### config.mk
export PLATFORM = sky130hd
export DESIGN_NAME = bus_arbiter_mux
export DESIGN_NICKNAME = d
export VERILOG_FILES = /design/src/rtl/bus_arbiter_mux.sv
export SDC_FILE = /design/constraint.sdc
export NUM_CORES = 1
export LEC_CHECK = 0
export ABC_AREA = 1
export CAP_MARGIN = 20
export CORE_AREA = 5 5 126 128
export DETAILED_ROUTE_END_ITERATION = 12
export DIE_AREA = 0 0 131 133
export GPL_TIMING_DRIVEN = 0
export HOLD_SLACK_MARGIN = 0.08
export PLACE_DENSITY = 0.71
export RECOVER_POWER = 25
export SETUP_SLACK_MARGIN = 0.02
export SYNTH_ARGS = -nofsm -noshare
export SYNTH_HDL_FRONTEND = slang
export SYNTH_SLANG_ARGS = --single-unit
export TNS_END_PERCENT = 1
### constraint.sdc
create_clock -name clk -period 6.1 [get_ports clk]
set_input_delay 1.83 -clock clk [delete_from_list [all_inputs] [get_ports clk]]
set_output_delay 1.83 -clock clk [all_outputs]
set_load 0.01 [all_outputs]
### src/rtl/bus_arbiter_mux.sv
// Round-robin bus arbiter for N masters with active-low request/grant, plus the
// master->slave mux that steers the owner's address, strobe, R/W and write data.
//
// state | meaning
// IDLE  | no grant held, all mGrnt_ high
// OWNED | exactly one grant held by owner_q, kept while its mReq_ stays low
module bus_arbiter_mux #(
  parameter int N_MASTERS = 4,
  parameter int ADDR_W    = 30,
  parameter int DATA_W    = 32,
  parameter int REG_OUT   = 1,
  localparam int OW       = (N_MASTERS > 1) ? $clog2(N_MASTERS) : 1
) (
  input  logic                          clk,
  input  logic                          reset_,
  input  logic [N_MASTERS-1:0]          mReq_,
  input  logic [N_MASTERS*ADDR_W-1:0]   mAddr,
  input  logic [N_MASTERS-1:0]          mAs_,
  input  logic [N_MASTERS-1:0]          mRW,
  input  logic [N_MASTERS*DATA_W-1:0]   mData,
  output logic [N_MASTERS-1:0]          mGrnt_,
  output logic [ADDR_W-1:0]             sAddr,
  output logic                          sAs_,
  output logic                          sRW,
  output logic [DATA_W-1:0]             sData,
  output logic [OW-1:0]                 owner,
  output logic                          busy
);

  typedef enum logic {IDLE, OWNED} state_e;

  state_e               state_q, state_d;
  logic [N_MASTERS-1:0] grnt_q, grnt_d;
  logic [OW-1:0]        owner_q, owner_d;
  logic [OW-1:0]        rr_ptr_q, rr_ptr_d;

  logic                 win_found;
  logic [OW-1:0]        win_idx;
  logic                 owner_req_n;
  logic [ADDR_W-1:0]    s_addr_d;
  logic                 s_as_n_d;
  logic                 s_rw_d;
  logic [DATA_W-1:0]    s_data_d;

  // Search starts just after the last winner, so the previous owner comes last.
  always_comb begin : arb_search
    int idx;
    win_found = 1'b0;
    win_idx   = '0;
    idx       = 0;
    for (int k = 1; k <= N_MASTERS; k++) begin
      idx = int'(rr_ptr_q) + k;
      if (idx >= N_MASTERS) idx = idx - N_MASTERS;
      for (int i = 0; i < N_MASTERS; i++) begin
        if (!win_found && (i == idx) && !mReq_[i]) begin
          win_found = 1'b1;
          win_idx   = OW'(i);
        end
      end
    end
  end

  always_comb begin : owner_mux
    owner_req_n = 1'b1;
    s_addr_d    = '0;
    s_as_n_d    = 1'b1;
    s_rw_d      = 1'b1;
    s_data_d    = '0;
    for (int i = 0; i < N_MASTERS; i++) begin
      if (owner_q == OW'(i)) begin
        owner_req_n = mReq_[i];
        if (state_q == OWNED) begin
          s_addr_d = mAddr[i*ADDR_W +: ADDR_W];
          s_as_n_d = mAs_[i];
          s_rw_d   = mRW[i];
          s_data_d = mData[i*DATA_W +: DATA_W];
        end
      end
    end
  end

  always_comb begin : arb_next
    state_d  = state_q;
    grnt_d   = grnt_q;
    owner_d  = owner_q;
    rr_ptr_d = rr_ptr_q;
    case (state_q)
      IDLE: begin
        if (win_found) begin
          state_d          = OWNED;
          grnt_d           = '1;
          grnt_d[win_idx]  = 1'b0;
          owner_d          = win_idx;
          rr_ptr_d         = win_idx;
        end
      end
      OWNED: begin
        // Owner's own request is high here, so it can never be the winner.
        if (owner_req_n) begin
          if (win_found) begin
            grnt_d          = '1;
            grnt_d[win_idx] = 1'b0;
            owner_d         = win_idx;
            rr_ptr_d        = win_idx;
          end else begin
            state_d = IDLE;
            grnt_d  = '1;
          end
        end
      end
      default: begin
        state_d = IDLE;
        grnt_d  = '1;
      end
    endcase
  end

  always_ff @(posedge clk or negedge reset_) begin
    if (!reset_) begin
      state_q  <= IDLE;
      grnt_q   <= '1;
      owner_q  <= '0;
      rr_ptr_q <= OW'(N_MASTERS - 1);
    end else begin
      state_q  <= state_d;
      grnt_q   <= grnt_d;
      owner_q  <= owner_d;
      rr_ptr_q <= rr_ptr_d;
    end
  end

  assign mGrnt_ = grnt_q;
  assign owner  = owner_q;
  assign busy   = ~&grnt_q;

  generate
    if (REG_OUT != 0) begin : g_reg_out
      logic [ADDR_W-1:0] s_addr_q;
      logic              s_as_n_q;
      logic              s_rw_q;
      logic [DATA_W-1:0] s_data_q;

      always_ff @(posedge clk or negedge reset_) begin
        if (!reset_) begin
          s_addr_q <= '0;
          s_as_n_q <= 1'b1;
          s_rw_q   <= 1'b1;
          s_data_q <= '0;
        end else begin
          s_addr_q <= s_addr_d;
          s_as_n_q <= s_as_n_d;
          s_rw_q   <= s_rw_d;
          s_data_q <= s_data_d;
        end
      end

      assign sAddr = s_addr_q;
      assign sAs_  = s_as_n_q;
      assign sRW   = s_rw_q;
      assign sData = s_data_q;
    end else begin : g_comb_out
      assign sAddr = s_addr_d;
      assign sAs_  = s_as_n_d;
      assign sRW   = s_rw_d;
      assign sData = s_data_d;
    end
  endgenerate

endmodule

Word level (Yosys, flattened, before mapping). Index checks and enable logic that the tools add are counted.

Add/sub/neg operators: 8. Order comparisons: 6. Equality and inequality tests: 17. Muxes and demuxes: 86. Bitwise logic cells: 2. Reductions and logical operators: 59.

Operator list (count): $mux 32 (12); $eq 3x32->1 const A (8); $mux 30 (8); $eq 2x32->1 const A (4); $logic_not 32->1 (4); $mux 1 (40); $mux 2 (18); $logic_and 1x1->1 (32); $logic_not 1->1 (20); $mux 4 (3); $sub 3x3->4 const B (3); $ge 3x3->1 const B (3); $pmux 2 s2 (2); $pmux 4 s2 (1); $add 2x2->3 const B (2); $sub 4x3->5 const B (1); $add 2x3->4 const B (1); $eq 2x2->1 const B (2); $ge 4x3->1 const B (1); $not 4->4 (1); $reduce_and 4->1 (1); $add 2x1->3 const B (1); $lt 2x3->1 const B (1); $demux 1 s2 (1); 8 further kinds (8).

Register bits: 73. Output and inout port bits: 71. Logic and storage cells: 186.

Longest topological paths before layout.
Depth after elaboration: 74. Mapped depth: 15. Mapped depth without buffers: 15.

Worst setup path after synthesis. OpenSTA, ideal clock, no wires.

Kind: in2reg. From: input mReq_[3]. To: register owner_q[1] (netlist: owner[1]). Arrival time: 3.064 ns. Path slack: 2.910 ns. Stages on the path: 12. Path through: inv_1 -> nand3_1 -> nand2_2 -> nor2_4 -> nand3_1 -> nand4_4 -> nor2_4 -> nand4_2 -> o21ai_4 -> inv_2 -> nand2_2 -> o21ai_0.

Longest elaborated chain between the ends: 54.

Ends and longest elaborated chain: start, declared (RTL line 16) `input logic [N_MASTERS-1:0] mReq_,`; $logic_not 1->1 (RTL line 55) `if (!win_found && (i == idx) && !mReq_[i]) begin`; $logic_and 1x1->1 (RTL line 55); $mux 1 (RTL line 55); $logic_not 1->1 (RTL line 55); $logic_and 1x1->1 (2 in a row) (RTL line 55); $mux 1 (RTL line 55); $logic_not 1->1 (RTL line 55); $logic_and 1x1->1 (2 in a row) (RTL line 55); [... 34 more ...]; $logic_and 1x1->1 (2 in a row) (RTL line 55); $mux 1 (RTL line 55); $logic_not 1->1 (RTL line 55); $logic_and 1x1->1 (2 in a row) (RTL line 55); $mux 2 / $mux 1 (equally long branches) (RTL line 55); $mux 2 (RTL line 89, 100); $mux 2 (RTL line 99) `if (owner_req_n) begin`; $pmux 2 s2 (RTL line 87) `case (state_q)`; end signal, assigned (RTL line 127) `owner_q <= owner_d;`; end, declared (RTL line 34) `logic [OW-1:0] owner_q, owner_d;`.

Parallel ways exist; a longest one is shown, timed or not. The select of a mux whose other input is x is not followed. A chain may end at the register's enable or synchronous reset.

Final worst setup path.
From: input mReq_[2]. To: register owner_q[1] (netlist: owner[1]).

Longest elaborated chain between the ends: 58.

Ends and longest elaborated chain (RTL line): $logic_not 1->1 (55); $logic_and 1x1->1 (55); $mux 1 (55); $logic_not 1->1 (55); $logic_and 1x1->1 (2 in a row) (55); $mux 1 (55); $logic_not 1->1 (55); $logic_and 1x1->1 (2 in a row) (55); [... 38 more ...]; $logic_and 1x1->1 (2 in a row) (55); $mux 1 (55); $logic_not 1->1 (55); $logic_and 1x1->1 (2 in a row) (55); $mux 2 / $mux 1 (equally long branches) (55); $mux 2 (89, 100); $mux 2 (99); $pmux 2 s2 (87).

Parallel ways exist; a longest one is shown, timed or not. The select of a mux whose other input is x is not followed.

==> flow_summary.toml <==
[outcome]
status = "finished with violations"
failed_checks = "capacitance limit, slew limit"

[global_routing]
grt_pass1_vias = 5298
grt-ovfl-total = 0
gr-usage-all-layers_pct = 22.0
grt_max_degree = 39
grt_pass1_wl_um = 29200
antenna_found_initial = 0

[clock_network]
cts.sinks = 73
numCtsBuffers = 9
tritoncts = "done"
root_buffer = "clkbuf_16"
clock_latency_ns = 0.34
hold_buffers = 0
clock_path_buffers = 2
cts_resized = 0
path_clk_slew_ns = 0.06
htree_levels = 3
post_cts_buffers = 0

[sta]
rsz0062_at_grt = "false"
finalCritPeriodShare_pct = 59.7
hold_viol_final = 0
slew_headroom_pct = -40.5
setup_ws_ns = 2.46
drv_slew = 36
fmaxAchievable_mhz = 275
fin_skew_ns = 0.00568
fin_tns_setup_ns = 0
setup_viol = 0
tightest_slew_ns = 2.11
period_needed_ns = 3.64

[synthesis]
yosys.area_share.simple_pct = 36.4
synth_top_family_by_area = "simple AND/OR/NAND/NOR gates"
syn_area_per_cell_sq_um = 7.87
synthMuxAreaShare_pct = 0
netlist_area_sq_um = 4070
synth-adder-area-share_pct = 0
synthCells = 517
synth_largest_area_cell = "dfrtp_1"
ys_top_cells_by_area = "dfrtp_1, nand3_1, nand2_1, nand4_1, dfstp_2"
synth_xor_area_share_pct = 0
syn-num-nets = 779
synth_top_area_share_pct = 40.0
ys_ff_latch = 73
yosys_warnings = 0
synth-seq-area-share_pct = 45.1
synth.distinct_cells = 25
synth_compound_area_share_pct = 12.4

[pwr]
ir_worst_vdd_uv = 302
leakage_nw = 3.14
totalPowerFinal_w = 0.00350
powerDensity_nw_per_um2 = 439

[setup_path]
crit_chain = "clkdlybuf4s50_1, inv_1, nand3_1, nand2_2, nor2_4, nand2_4, nor2_8, nand4_4, nor2_4, nand4_2, o21ai_4, inv_2, nand2_2, o21ai_0"
cpMaxStageDelayCell = "clkdlybuf4s50_1"
crit_type = "in -> reg"
crit_arrival_ns = 3.86
slowest_delay_ns = 0.55
critPathMaxFanout = 5
critPathTopFamily = "simple AND/OR/NAND/NOR gates"
cp-end-kind = "flip-flop"
path_buf_inv = 3
worstSetupStartpointType = "primary input"
cp_data_required_time_ns = 6.32

[routing]
drt-wirelength-per-cell_um = 19.1
met3_length_um = 1650
dr_wl_met2_um = 10200
drt-met1-wl_um = 7970
drc_errors = 0
drt_pass1_iterations = 5
viasPerCell = 4.99
wirelength_um = 20200
vias = 5262
initialDrtViolationCount = 343
final_antenna_net_count = 0
highest_layer = "met4"

[cells_and_area]
most-common-layout-cells = "clkdlybuf4s50_1, nand3_1, nand2_1, dfrtp_1, nand4_1"
num_antenna_cells = 0
drive_above_1_share_pct = 4.39
nNetsFinal = 1123
utilization_pct = 54.0
n_fill_cell = 1412
mostFrequentLayoutCell = "clkdlybuf4s50_1"
synthToLayoutAreaGrowth_pct = 95.6

[die]
die_w_um = 131
die_h_um = 133
core_sq_um = 14800
io_pins = 333
dieArea_sq_um = 17400
core.rowCount = 45
initial_core_util_pct = 27.6

[min_path]
min_path_type = "reg -> reg"

[place]
dpl.hpwl_um = 16000
routabilityCongestion = 0.912
place_ws_ns = 2.11
port_buffers = 332

[job]
cap_viol_max_count = 1
sequential cells by signal, indices dropped and copies added (netlist names):
register  flops
sData        32
sAddr        30
mGrnt_        4
owner         2
rr_ptr_q      2
sAs_          1
sRW           1
state_q       1
metal layers:
| metal | global-route usage (%) | vias up |
|---|---|---|
| li1 | - | 2554 |
| met1 | 26.6 | 2462 |
| met2 | 38.4 | 224 |
| met3 | 4.93 | 22 |
| met4 | 6.91 | 0 |
| met5 | 0 | - |
cell type report:
| cell class | instances | area [sq um] | area share [%] |
|---|---|---|---|
| tap | 188 | 235 | 2.95 |
| buffer | 43 | 161 | 2.03 |
| clock inverter | 7 | 95.1 | 1.19 |
| multi-input combinational | 378 | 1990 | 24.9 |
| inverter | 23 | 86.3 | 1.08 |
| clock buffer | 9 | 225 | 2.83 |
| timing repair buffer | 333 | 3340 | 41.9 |
| sequential | 73 | 1840 | 23.1 |
Yosys cell counts:
master / count
dfstp_2: 8
nand2_2: 4
nor2_4: 2
o211ai_1: 22
dfrtp_1: 65
o22ai_1: 22
a21oi_1: 1
nand2_1: 84
buf_1: 1
o21ai_0: 26
nor2_1: 26
nand4_1: 44
o21ai_4: 1
nor2_8: 1
nor3_1: 2
nand3_1: 134
clkbuf_1: 42
nand2_4: 1
o2111ai_1: 2
a221oi_1: 2
nand4_4: 1
inv_1: 21
nand4_2: 1
o21bai_1: 2
inv_2: 2
where the power goes:
group / switching, W / internal [W]
logic: 0.00118 / 0.000916
clock network: 0.000219 / 0.000358
registers: 0.0000817 / 0.000748
total: 0.00148 / 0.00202
cells by family after synthesis:
logic type             count (synthesis)
AO/OA/AOI/OAI                         78
flip-flops                            73
buffers and inverters                 66
AND/OR/NAND/NOR                      300
worst reg2reg max path: cells and delay by family (launching register included):
| family | cells | cell delay (ns) |
|---|---|---|
| buffers and inverters | 2 | 0.73 |
| DFF | 1 | 0.35 |
| and+or+nand+nor | 4 | 1.31 |
final timing paths:
check | from | endpoint | slack (ns) | cells after the start
max reg2reg | owner[0] | sAddr[21] | 3.63 | 6
min reg2reg | mGrnt_[3] | mGrnt_[3] | 0.50 | 2
min | mGrnt_[3] | mGrnt_[3] | 0.50 | 2
max in group asynchronous | reset_ | sAddr[3] | 2.79 | 1
min in group asynchronous | reset_ | sAddr[20] | 2.08 | 1
max | mReq_[2] | owner[1] | 2.46 | 14
metrics by stage:
| stage | hold WS (ns) | instances | instance area, sq um |
|---|---|---|---|
| after floorplan | 0.495 | 517 | 4070 |
| after global placement | 0.496 | 1037 | 7630 |
| after detailed placement | 0.492 | 1038 | 7650 |
| after CTS | 0.513 | 1054 | 7970 |
| after global routing | 0.526 | 1054 | 7960 |
| final | 0.502 | 1054 | 7960 |
Power figures use the tool's default switching activity.
